**config.mk**
```make
export PLATFORM = sky130hd
export DESIGN_NAME = inst_prefetch_queue
export DESIGN_NICKNAME = d
export VERILOG_FILES = /design/src/rtl/inst_prefetch_queue_pkg.sv /design/src/rtl/inst_prefetch_queue_sync_fifo.sv /design/src/rtl/inst_prefetch_queue.sv
export SDC_FILE = /design/constraint.sdc
export NUM_CORES = 1
export LEC_CHECK = 0
export CAP_MARGIN = 20
export CORE_MARGIN = 3
export CORE_UTILIZATION = 40
export DETAILED_ROUTE_END_ITERATION = 10
export SKIP_LAST_GASP = 1
export SLEW_MARGIN = 10
export SYNTH_ARGS = -nofsm -noshare
export SYNTH_HDL_FRONTEND = slang
export SYNTH_SLANG_ARGS = --single-unit
```
**constraint.sdc**
```tcl
create_clock -name sys_clk -period 6.65 [get_ports sys_clk]
set_clock_uncertainty 0.05 [all_clocks]
set_input_delay 1.33 -clock sys_clk [delete_from_list [all_inputs] [get_ports sys_clk]]
set_output_delay 1.33 -clock sys_clk [all_outputs]
set_load 0.005 [all_outputs]
```
**src/rtl/inst_prefetch_queue_pkg.sv**
```systemverilog
// Shared RV front-end constants and the fetch-queue entry type.
// Imported by the prefetch queue top and its FIFO.
package inst_prefetch_queue_pkg;

    localparam int XLEN = 32;

    // addi x0,x0,0 -- shown to decode whenever the queue has nothing to offer
    localparam logic [XLEN-1:0] NOP_INST_DEFAULT   = 32'h0000_0013;
    localparam logic [XLEN-1:0] RESET_ADDR_DEFAULT = 32'h0000_0000;
    localparam logic [XLEN-1:0] INST_BYTES         = 32'd4;

    // One buffered fetch: where it came from and what came back
    typedef struct packed {
        logic [XLEN-1:0] addr;
        logic [XLEN-1:0] inst;
    } fetch_entry_t;

    localparam int ENTRY_W = 2 * XLEN;

    // Sequential fetch step; wraps modulo 2^32 by construction
    function automatic logic [XLEN-1:0] next_fetch_addr(input logic [XLEN-1:0] addr);
        return addr + INST_BYTES;
    endfunction

endpackage

```
**src/rtl/inst_prefetch_queue_sync_fifo.sv**
```systemverilog
// Small synchronous FIFO with first-word fall-through head and a flush.
// Storage is a plain array; the head is read combinationally so a word
// pushed on one edge is visible immediately after it.
module inst_prefetch_queue_sync_fifo #(
    parameter  int DEPTH = 4,
    parameter  int WIDTH = 64,
    localparam int PTR_W = $clog2(DEPTH),
    localparam int CNT_W = $clog2(DEPTH) + 1
) (
    input  logic             clk,
    input  logic             rst_n,
    input  logic             flush,
    input  logic             push,
    input  logic [WIDTH-1:0] push_data,
    input  logic             pop,
    output logic [WIDTH-1:0] head_data,
    output logic [CNT_W-1:0] count,
    output logic             empty,
    output logic             full
);

    logic [WIDTH-1:0] mem_reg [DEPTH];
    logic [PTR_W-1:0] wr_ptr_reg, wr_ptr_next;
    logic [PTR_W-1:0] rd_ptr_reg, rd_ptr_next;
    logic [CNT_W-1:0] count_reg, count_next;
    logic             push_en;
    logic             pop_en;
    logic [DEPTH-1:0] wr_sel;

    // Flush beats both push and pop; popping an empty queue is ignored
    assign push_en   = push & ~flush;
    assign pop_en    = pop & ~flush & ~empty;
    assign empty     = (count_reg == '0);
    assign full      = (count_reg == CNT_W'(DEPTH));
    assign count     = count_reg;
    assign head_data = mem_reg[rd_ptr_reg];

    genvar gi;
    generate
        for (gi = 0; gi < DEPTH; gi++) begin : g_wr_sel
            assign wr_sel[gi] = push_en & (wr_ptr_reg == PTR_W'(gi));
        end
    endgenerate

    // Entry storage: written at the write pointer, never reset (guarded by count)
    always_ff @(posedge clk) begin
        for (int i = 0; i < DEPTH; i++) begin
            if (wr_sel[i]) begin
                mem_reg[i] <= push_data;
            end
        end
    end

    // Pointer and occupancy next-state; pointers wrap naturally at DEPTH
    always_comb begin
        wr_ptr_next = wr_ptr_reg;
        rd_ptr_next = rd_ptr_reg;
        count_next  = count_reg;
        if (flush) begin
            wr_ptr_next = '0;
            rd_ptr_next = '0;
            count_next  = '0;
        end else begin
            if (push_en) begin
                wr_ptr_next = wr_ptr_reg + PTR_W'(1);
            end
            if (pop_en) begin
                rd_ptr_next = rd_ptr_reg + PTR_W'(1);
            end
            case ({push_en, pop_en})
                2'b10:   count_next = count_reg + CNT_W'(1);
                2'b01:   count_next = count_reg - CNT_W'(1);
                default: count_next = count_reg;
            endcase
        end
    end

    // Pointer and occupancy registers
    always_ff @(posedge clk or negedge rst_n) begin
        if (!rst_n) begin
            wr_ptr_reg <= '0;
            rd_ptr_reg <= '0;
            count_reg  <= '0;
        end else begin
            wr_ptr_reg <= wr_ptr_next;
            rd_ptr_reg <= rd_ptr_next;
            count_reg  <= count_next;
        end
    end

    // Overwriting the oldest entry means the producer's throttle is broken
    a_no_push_when_full: assert property (@(posedge clk) disable iff (!rst_n) !(push_en && full));

endmodule

```
**src/rtl/inst_prefetch_queue.sv**
```systemverilog
// Instruction prefetch queue: issues sequential fetches over a req/gnt/rvalid
// memory port with one request in flight, buffers the returned words and
// presents the oldest to decode. Jumps flush the queue and retarget fetch;
// a response already in flight at the jump is discarded on arrival.
module inst_prefetch_queue
    import inst_prefetch_queue_pkg::*;
#(
    parameter int              DEPTH      = 4,
    parameter logic [XLEN-1:0] RESET_ADDR = RESET_ADDR_DEFAULT,
    parameter logic [XLEN-1:0] NOP_INST   = NOP_INST_DEFAULT
) (
    input  logic            sys_clk,
    input  logic            sys_rst_n,
    input  logic            jump_en,
    input  logic [XLEN-1:0] jump_addr,
    input  logic            hold_en,
    output logic            mem_req,
    output logic [XLEN-1:0] mem_addr,
    input  logic            mem_gnt,
    input  logic            mem_rvalid,
    input  logic [XLEN-1:0] mem_rdata,
    output logic [XLEN-1:0] inst,
    output logic [XLEN-1:0] inst_addr,
    output logic            inst_valid
);

    localparam int CNT_W = $clog2(DEPTH) + 1;
    localparam int OCC_W = CNT_W + 1;

    logic [XLEN-1:0]  fetch_pc_reg, fetch_pc_next;
    logic [XLEN-1:0]  tag_addr_reg, tag_addr_next;
    logic             outstanding_reg, outstanding_next;
    logic             discard_reg, discard_next;

    logic             outstanding_after_rvalid;
    logic [OCC_W-1:0] occupancy;
    logic             grant;
    logic             push;
    logic             pop;

    fetch_entry_t     push_entry;
    fetch_entry_t     head_entry;
    logic [CNT_W-1:0] fifo_count;
    logic             fifo_empty;
    logic             fifo_full;

    // A response retires the in-flight request in the same cycle it arrives
    assign outstanding_after_rvalid = outstanding_reg & ~mem_rvalid;

    // Responses are buffered unless marked stale or overtaken by a jump
    assign push = mem_rvalid & ~discard_reg & ~jump_en;
    assign pop  = ~fifo_empty & ~hold_en & ~jump_en;

    // Slots already spoken for: buffered words, the word landing this cycle,
    // and the request still in flight. Pops are not credited so that a new
    // request never depends on the stall input.
    assign occupancy = OCC_W'(fifo_count)
                     + OCC_W'(push)
                     + OCC_W'(outstanding_after_rvalid);

    // Back-to-back issue is allowed: a same-cycle response frees the port
    assign mem_req = sys_rst_n
                   & ~jump_en
                   & (~outstanding_reg | mem_rvalid)
                   & ~fifo_full
                   & (occupancy < OCC_W'(DEPTH));
    assign mem_addr = fetch_pc_reg;
    assign grant    = mem_req & mem_gnt;

    assign push_entry = '{addr: tag_addr_reg, inst: mem_rdata};

    inst_prefetch_queue_sync_fifo #(
        .DEPTH (DEPTH),
        .WIDTH (ENTRY_W)
    ) u_fifo (
        .clk       (sys_clk),
        .rst_n     (sys_rst_n),
        .flush     (jump_en),
        .push      (push),
        .push_data (push_entry),
        .pop       (pop),
        .head_data (head_entry),
        .count     (fifo_count),
        .empty     (fifo_empty),
        .full      (fifo_full)
    );

    // Empty queue shows a NOP at address 0 so decode never sees stale data
    assign inst_valid = ~fifo_empty;
    assign inst       = fifo_empty ? NOP_INST : head_entry.inst;
    assign inst_addr  = fifo_empty ? '0 : head_entry.addr;

    // Fetch control next-state: jump outranks grant; responses always retire
    always_comb begin
        fetch_pc_next    = fetch_pc_reg;
        tag_addr_next    = tag_addr_reg;
        outstanding_next = outstanding_reg;
        discard_next     = discard_reg;

        if (mem_rvalid) begin
            outstanding_next = 1'b0;
            discard_next     = 1'b0;
        end

        if (jump_en) begin
            fetch_pc_next = jump_addr;
            // Only a response still to come needs to be thrown away later;
            // one arriving right now is already blocked from the push.
            if (outstanding_reg & ~mem_rvalid) begin
                discard_next = 1'b1;
            end
        end else if (grant) begin
            fetch_pc_next    = next_fetch_addr(fetch_pc_reg);
            tag_addr_next    = fetch_pc_reg;
            outstanding_next = 1'b1;
        end
    end

    // Fetch control registers
    always_ff @(posedge sys_clk or negedge sys_rst_n) begin
        if (!sys_rst_n) begin
            fetch_pc_reg    <= RESET_ADDR;
            tag_addr_reg    <= '0;
            outstanding_reg <= 1'b0;
            discard_reg     <= 1'b0;
        end else begin
            fetch_pc_reg    <= fetch_pc_next;
            tag_addr_reg    <= tag_addr_next;
            outstanding_reg <= outstanding_next;
            discard_reg     <= discard_next;
        end
    end

endmodule

```
# Yosys cells after proc, flatten, opt, wreduce, memory -nomap -nowiden
# Memories as Yosys holds them, arrays and structs flattened.
# Index checks and enable logic that the tools add are counted.
dict set report op_classes {
  n_div 0
  n_bitwise 25
  eq_ne 6
  order_cmp 1
  n_mul 0
  n_mux 33
  add_sub_neg 7
  n_shift 0
  n_reduce_logical 10
}
# op count
set ops {}
lappend ops {{2-to-1 mux 64 bit} 3}
lappend ops {{OR reduction 64 bit} 3}
lappend ops {{2-to-1 mux 32 bit} 4}
lappend ops {{adder 32 x 3 -> 32 bit, second input constant} 1}
lappend ops {{bitwise AND 1 bit} 17}
lappend ops {{2-to-1 mux 1 bit} 17}
lappend ops {{2-to-1 mux 2 bit} 7}
lappend ops {{NOT 1 bit} 7}
lappend ops {{equality test 2 bit, second input constant} 3}
lappend ops {{case mux 3 bit (2 select lines)} 1}
lappend ops {{nonzero test 2 bit} 3}
lappend ops {{adder 2 x 1 -> 2 bit, second input constant} 2}
lappend ops {{adder 3 x 1 -> 4 bit} 1}
lappend ops {{adder 4 x 1 -> 4 bit} 1}
lappend ops {{equality test 2 x 1 -> 1 bit, second input constant} 2}
lappend ops {{< comparator 4 x 3 -> 1 bit, second input constant} 1}
lappend ops {{adder 3 x 1 -> 3 bit, second input constant} 1}
lappend ops {{equality test 3 bit, second input constant} 1}
lappend ops {{zero test 3 bit} 1}
lappend ops {{2-to-1 mux 3 bit} 1}
lappend ops {{nonzero test 3 bit} 1}
lappend ops {{subtractor 3 x 1 -> 3 bit, second input constant} 1}
lappend ops {{zero test 2 bit} 1}
lappend ops {{AND reduction 2 bit} 1}
lappend ops {{OR 1 bit} 1}
dict set report word_totals {
  regBits 73
  word_cells 90
  mem_bits_ro 0
  memories 1
  output_inout_bits 98
  ram_bits 256
  latch_bits 0
}
# name words width read_ports rd_ports_with_merged_regs write_ports line_no
set mem_list {}
lappend mem_list {u_fifo.mem_reg 4 64 1 0 1 inst_prefetch_queue_sync_fifo.sv:22} ;# logic [WIDTH-1:0] mem_reg [DEPTH];

# Longest topological paths before layout
# Gate-level depths: netlist of run 1.
dict set report logic_depth {
  depth_word 11
  ltp_mapped 11
  depth_no_buf 9
}

# Hierarchy
# A second synthesis of run 1 with hierarchy kept.
dict set report unflattened {
  hier_cells 822
  area_unflattened_um2 13344.0
}
# mod cells_per_inst n_inst area_per_inst_um2
set modules_own_cells {}
lappend modules_own_cells {inst_prefetch_queue_sync_fifo 391 1 9736.8}
lappend modules_own_cells {inst_prefetch_queue 431 1 3607.2}

# Worst setup path before layout of run 1
# Ideal clock, no wire load.
dict set report synth_timing {
  path_kind {input port to flip-flop}
  from {input port mem_rvalid}
  to {memory u_fifo.mem_reg[0][0] (enable)}
  n_path_buf 1
  setup_time_ns 0.429
  required_time_ns 6.171
  arrival_time_ns 3.499
  path_slack_ns 2.671
  path_stages 3
  cell_sequence {nor2b_1 -> clkbuf_1 -> and3_1}
}
dict set report synth_between {
  elab_cells_between_ends 24
}
# item line_no
set synth_lines {}
lappend synth_lines {{start: declaration} inst_prefetch_queue.sv:20} ;# input logic mem_rvalid,
lappend synth_lines {{bitwise AND 1 bit (2 in series)} inst_prefetch_queue.sv:51} ;# assign push = mem_rvalid & ~discard_reg & ~jump_en;
lappend synth_lines {{bitwise AND 1 bit} inst_prefetch_queue_sync_fifo.sv:31} ;# assign push_en = push & ~flush;
lappend synth_lines {{bitwise AND 1 bit} inst_prefetch_queue_sync_fifo.sv:41} ;# assign wr_sel[gi] = push_en & (wr_ptr_reg == PTR_W'(gi));
lappend synth_lines {{named net u_fifo.wr_sel[0]} inst_prefetch_queue_sync_fifo.sv:28} ;# logic [DEPTH-1:0] wr_sel;
lappend synth_lines {{2-to-1 mux 1 bit} inst_prefetch_queue_sync_fifo.sv:48} ;# if (wr_sel[i]) begin
lappend synth_lines {{2-to-1 mux 1 bit (not written as such)} inst_prefetch_queue_sync_fifo.sv:49} ;# mem_reg[i] <= push_data;
lappend synth_lines {{2-to-1 mux 1 bit (no source line) (3 in series)} n/a}
lappend synth_lines {{end: declaration} inst_prefetch_queue_sync_fifo.sv:22}
# The timed path passes the listed nets, and every way through them passes these cells.

# Worst setup path after layout of run 1
dict set report layout_timing {
  from {input port mem_rvalid}
  to {output port mem_req}
}
dict set report layout_between {
  elab_chain_cells 6
  elab_cells_between_ends 11
}
# item line_no
set layout_lines {}
lappend layout_lines {{bitwise AND 1 bit (2 in series)} inst_prefetch_queue.sv:51}
lappend layout_lines {{adder 3 x 1 -> 4 bit} inst_prefetch_queue.sv:58} ;# + OCC_W'(push)
lappend layout_lines {{adder 4 x 1 -> 4 bit} inst_prefetch_queue.sv:59} ;# + OCC_W'(outstanding_after_rvalid);
lappend layout_lines {{< comparator 4 x 3 -> 1 bit} inst_prefetch_queue.sv:66} ;# & (occupancy < OCC_W'(DEPTH));
lappend layout_lines {{bitwise AND 1 bit *} inst_prefetch_queue.sv:66}
lappend layout_lines {{end: declaration} inst_prefetch_queue.sv:17} ;# output logic mem_req,
# Mark *: on every way between the ends. The rest lies on a longest branch, timed or not.

==> results_dict.tcl, run 1 <==
set metrics [dict create \
    outcome "finished clean" \
    path_cells "clkdlybuf4s50_1, nand2b_1, inv_1, ha_1, a211oi_4, o2111ai_4, inv_2, clkdlybuf4s50_1" \
    grt_first_pass_wirelength_um 45800 \
    placementRows 66 \
    ys_ff_latch 329 \
    syn_area_per_cell_sq_um 16.4 \
    clk_path_buf_depth 3 \
    hold_buffers 0 \
    drc 0 \
    hold_start "mem_addr[0]$_DFFE_PN0P_" \
    setup_violations 0 \
    post-cts-setup-buffer-count 0 \
    vdd_drop_max_mv 0.166 \
    clk_pin_slew_ps 60 \
    synth_area_sq_um 13300 \
    worstSetupPathType "in -> out" \
    final_util_pct 50.8 \
    die_h_um 189 \
    r2r_slack_ps 3470 \
    max_freq_ghz 0.194 \
    areaGrowthSynthToFinish_pct 24.5 \
    grt_pass1_vias 7777 \
    holdCritPathClass "reg -> reg" \
    cp_max_fo 14 \
    critPathArrivalTime_ps 3780 \
    port_buffers 167 \
    start_util_pct 40.8 \
    synthArstFlopShare_pct 22.2 \
    ant_nets 0 \
    final_cell_area_sq_um 16600 \
    antenna_cells 0 \
    fin_crit_sh_pct 77.6 \
    coreArea_sq_um 32700 \
    max-slew-margin-rel_pct 29.5 \
    synth_cell_type_count 56 \
    endpoint_kind "output pin" \
    numCtsBuffers 35 \
    cts_max_level 2 \
    dieArea_sq_um 35600 \
    postCtsResizedCells 0 \
    cp-startpoint "mem_rvalid" \
    critical-path-max-stage-delay_ps 580 \
    total_power_uw 6040 \
    final_nets 1066 \
    fin_crit_ps 5160 \
    ios 168 \
    synth_flop_cell "edfxtp_1" \
    startpoint_type "input pin" \
    critPathBufInv 4 \
    cap_viol_max_count 0 \
    dp_hpwl_um 17700 \
    cts_root_buffer "clkbuf_16" \
    slew_viol_final 0 \
    drt_iter0_markers 382 \
    synthCells 812 \
    seq_area_frac_synth_pct 71.4 \
    powerDensity_nw_per_um2 364 \
    slowest_stage "clkdlybuf4s50_1" \
    cts_sinks 329 \
    required_ps 5270 \
    yosys_warnings 0 \
    fin_tns_setup_ps 0 \
    path_common_cell "clkdlybuf4s50_1" \
    instances_no_fill 1457 \
    wl_um 29400 \
    rsz0062_at_grt "false" \
    finalWeightedCongestion 0.853 \
    rr_startpoint "outstanding_reg$_DFF_PN0_" \
    p_leak_uw 0.00575 \
    syn_nets 889 \
    clk_latency_ps 500 \
    cts_tree "yes" \
    largest_register_ffs 256 \
    drive_above_1_share_pct 14.8 \
    track_usage_pct 16.5 \
    tightest_slew_ps 1060 \
    vias 7498 \
    grt_overflow 0 \
    grt_max_degree 66 \
    fp.dieW_um 189 \
    dpl_cell_area_sq_um 15500 \
    cp_top_family "buffers and inverters" \
    viasPerCell 5.15 \
    placed_cells 1393 \
    synth_edf_count 256 \
    hold_viol_final 0 \
    antenna_found_initial 1 \
    drt-pass1-iter-count 6 \
    wire_per_inst_um 20.2 \
]
-- metal layers --
layer	global-route usage, %	up-vias	share of wire [%]
met5	0	-	0.044
met4	3.41	2	1.4
met2	25.3	227	45
met1	24.2	3773	46
li1	-	3458	-
met3	4.22	38	6.9
-- layout by cell type (no fill, tap or decap), types with 8 or more instances in the layout --
cell,Yosys,final
clkbuf_1,24,11
clkdlybuf4s50_1,0,165
dfrtp_1,73,71
inv_1,9,8
nand4_1,13,13
edfxtp_1,256,256
and2_1,66,66
mux4_2,64,64
buf_4,1,10
xor2_1,9,9
clkbuf_16,0,37
nand3_1,13,13
nor4_1,8,8
nor2_1,19,18
nand2_1,127,127
o21ai_0,21,21
xnor2_1,10,10
-- path summary, 6_finish.rpt --
| check | to | cells after the start |
|---|---|---|
| setup / recovery | mem_req | 8 |
| hold / removal | tag_addr_reg[0]$_DFFE_PN0P_ | 2 |
| setup reg to reg | mem_addr[15]$_DFFE_PN0P_ | 9 |
| hold reg to reg | tag_addr_reg[0]$_DFFE_PN0P_ | 2 |
| max in group asynchronous | u_fifo.rd_ptr_reg[1]$_DFFE_PN0P_ | 2 |
| min in group asynchronous | mem_addr[17]$_DFFE_PN0P_ | 1 |
-- cells in the mapped netlist (8+ instances only) --
| cell | n | area [sq um] |
|---|---|---|
| nor4_1 | 8 | 50.1 |
| inv_1 | 9 | 33.8 |
| xnor2_1 | 10 | 87.6 |
| nand4_1 | 13 | 81.3 |
| and2_1 | 66 | 413 |
| nand3_1 | 13 | 65.1 |
| edfxtp_1 | 256 | 7690 |
| xor2_1 | 9 | 78.8 |
| buf_2 | 8 | 40.0 |
| dfrtp_1 | 73 | 1830 |
| o21ai_0 | 21 | 105 |
| nor2_1 | 19 | 71.3 |
| clkbuf_1 | 24 | 90.1 |
| mux4_2 | 64 | 1440 |
| nand2_1 | 127 | 477 |
-- per-stage QoR --
| step | hold WS, ps | setup WS, ps |
|---|---|---|
| finish | 454 | 1490 |
| CTS | 461 | 1480 |
| floorplan | 426 | 2670 |
| global placement | 445 | 1540 |
| detailed placement | 447 | 1510 |
| global route | 484 | 1370 |
-- power by group --
| part | switching (uW) | total, uW | leakage, uW | internal [uW] |
|---|---|---|---|---|
| Combinational | 578 | 1450 | 0.00197 | 870 |
| Sequential | 245 | 2750 | 0.00325 | 2500 |
| Clock | 749 | 1840 | 0.000541 | 1090 |
-- worst reg2reg max path, stage by stage, from the launching register on --
cell and delay, ps:
dfrtp_1 380, nand2b_1 160, inv_1 60, ha_1 210, a211oi_4 280, o2111ai_4 260, inv_2 330, nand2_2 580
or4_1 710, nand3_1 90
-- logic make-up after synthesis --
kind of cell             share of synthesized area (%)
flip-flops                                        71.4
XOR/XNOR                                          1.25
AND/OR/NAND/NOR                                   10.8
AO/OA/AOI/OAI                                     2.93
adder cells (fa/ha/maj)                          0.713
buffers and inverters                             1.57
multiplexers                                      11.4
-- final cells by class --
class	instances	area [sq um]
flip-flops and latches	329	9520
clock buffers	51	1010
inverters	11	41.3
repair buffers	177	1750
clock inverters	12	88.8
fillers	2788	16100
well taps	442	553
multi-input cells	435	3640
(Power assumes the default switching activity.)
==> run 2: changes to the inputs <==
==> constraint.sdc (replaced) <==
create_clock -name sys_clk -period 4.5 [get_ports sys_clk]
set_clock_uncertainty 0.05 [all_clocks]
set_input_delay 0.9 -clock sys_clk [delete_from_list [all_inputs] [get_ports sys_clk]]
set_output_delay 0.9 -clock sys_clk [all_outputs]
set_load 0.005 [all_outputs]
==> run 2 against run 1 <==
Critical path depth stayed put. Wire length increased by 0.58%. Total power up 51%. Die area did not move. Final cell count is 0.55% higher.
==> results_dict.tcl, run 2 (synthesis results as in run 1) <==
set metrics [dict create \
    power.share.clock_pct 31.3 \
    port_buffers 167 \
    r2r_slack_ps 1850 \
    grt_first_pass_wirelength_um 46300 \
    numCtsBuffers 35 \
    holdCritPathClass "in -> async" \
    largest_register_ffs 256 \
    fin_crit_sh_pct 87.2 \
    clk_pin_slew_ps 60 \
    rr_startpoint "outstanding_reg$_DFF_PN0_" \
    cts_max_level 2 \
    wl_um 29500 \
    fin_crit_ps 3920 \
    finalWeightedCongestion 0.830 \
    vdd_drop_max_mv 0.263 \
    worstSetupPathType "in -> out" \
    switching_share_pct 25.9 \
    track_usage_pct 16.8 \
    dieArea_sq_um 35600 \
    drive_above_1_share_pct 15.9 \
    p_sw_uw 2360 \
    antenna_found_initial 1 \
    dp_hpwl_um 18100 \
    comb_power_share_pct 24.3 \
    rr_worst_depth 10 \
    internal_power_uw 6730 \
    final_util_pct 51.3 \
    fin_tns_setup_ps 0 \
    critPathArrivalTime_ps 2970 \
    viasPerCell 5.17 \
    clk_latency_ps 510 \
    post-cts-setup-buffer-count 0 \
    grt_pass1_vias 7770 \
    slew_viol_final 0 \
    total_power_uw 9090 \
    p_leak_uw 0.00584 \
    setup_violations 0 \
    grt_overflow 0 \
    tightest_slew_ps 762 \
    cp_max_fo 4 \
    p_seq_share_pct 44.5 \
    postCtsResizedCells 0 \
    drc 0 \
    cts_root_buffer "clkbuf_16" \
    ant_nets 0 \
    areaGrowthSynthToFinish_pct 25.9 \
    vias 7578 \
    cap_viol_max_count 0 \
    ios 168 \
    antenna_cells 0 \
    grt_max_degree 58 \
    start_util_pct 40.8 \
    drt_iter0_markers 556 \
    cts_tree "yes" \
    final_nets 1074 \
    final_common_cell "edfxtp_1" \
    layout_common_cells "256 x edfxtp_1, 165 x clkdlybuf4s50_1, 127 x nand2_1" \
    coreArea_sq_um 32700 \
    rsz0062_at_grt "false" \
    r2r_end "mem_addr[31]$_DFFE_PN0P_" \
    max_freq_ghz 0.255 \
    die_h_um 189 \
    endpoint_kind "output pin" \
    hold_viol_final 0 \
    drt-pass1-iter-count 5 \
    fill_cells 2806 \
    hold_buffers 0 \
    placementRows 66 \
    clk_path_buf_depth 3 \
    outcome "finished clean" \
    powerDensity_nw_per_um2 542 \
    fp.dieW_um 189 \
    max-slew-margin-rel_pct 49.2 \
    required_ps 3550 \
    wire_per_inst_um 20.2 \
    startpoint_type "input pin" \
    cts_sinks 329 \
]
## run 2: power groups by stage
stage / Clock (uW) / Sequential (uW) / Combinational, uW
3_3_place_gp: 0 / 4100 / 2250
3_5_place_dp: 0 / 4120 / 2260
6_report: 2840 / 4040 / 2200
4_1_cts: 2930 / 4060 / 2270
2_1_floorplan: 0 / 3930 / 1160
5_1_grt: 3030 / 4110 / 2420
## run 2: worst max path at each step
stage               cells past startpoint       start                             end  slack (ps)
detailed placement                      8  mem_rvalid                         mem_req         590
finish                                  8  mem_rvalid                         mem_req         580
global route                            8  mem_rvalid                         mem_req         470
global placement                        8  mem_rvalid                         mem_req         600
floorplan                               3  mem_rvalid  u_fifo.mem_reg[0][0]$_DFFE_PP_         950
CTS                                     8  mem_rvalid                         mem_req         570
## run 2: layout make-up
cell class / instances / area (sq um) / area share, %
Clock buffer: 48 / 997 / 5.94
Inverter: 11 / 41.3 / 0.246
Sequential cell: 329 / 9520 / 56.7
Clock inverter: 15 / 149 / 0.887
Multi-Input combinational cell: 435 / 3640 / 21.7
Tap cell: 442 / 553 / 3.29
Timing Repair Buffer: 185 / 1890 / 11.2
## run 2: routing by layer
layer  global-route usage [%]  up-vias  share of wire, %
met1                     24.2     3830                46
met5                        0        -             0.044
met2                     26.3      244                46
met3                     3.98       37               6.7
met4                     3.49        2               1.5
li1                         -     3465                 -
## run 2: worst max-delay path, stage by stage
cell and delay, ps:
clkdlybuf4s50_1 510, nand2b_1 210, inv_1 60, ha_1 220, a211oi_4 280, o2111ai_4 170, inv_2 110, clkdlybuf4s50_1 510
## run 2: per-stage QoR
stage          setup slack, ps  instance area, sq um  std cells  hold WS [ps]
2_1_floorplan              951                 13300        812           426
3_3_place_gp               604                 15600       1402           442
3_5_place_dp               587                 15600       1402           441
4_1_cts                    566                 16800       1465           199
5_1_grt                    466                 16800       1465           214
6_report                   578                 16800       1465           206
==> run 3: changes to the inputs <==
--- a/config.mk
+++ b/config.mk
@@ -5,7 +5,6 @@
 export SDC_FILE = /design/constraint.sdc
 export NUM_CORES = 1
 export LEC_CHECK = 0
-export CAP_MARGIN = 20
 export CORE_MARGIN = 3
 export CORE_UTILIZATION = 40
 export DETAILED_ROUTE_END_ITERATION = 10
==> results of run 3 <==
The final DEF is identical to that of run 2; final timing and power are the same.
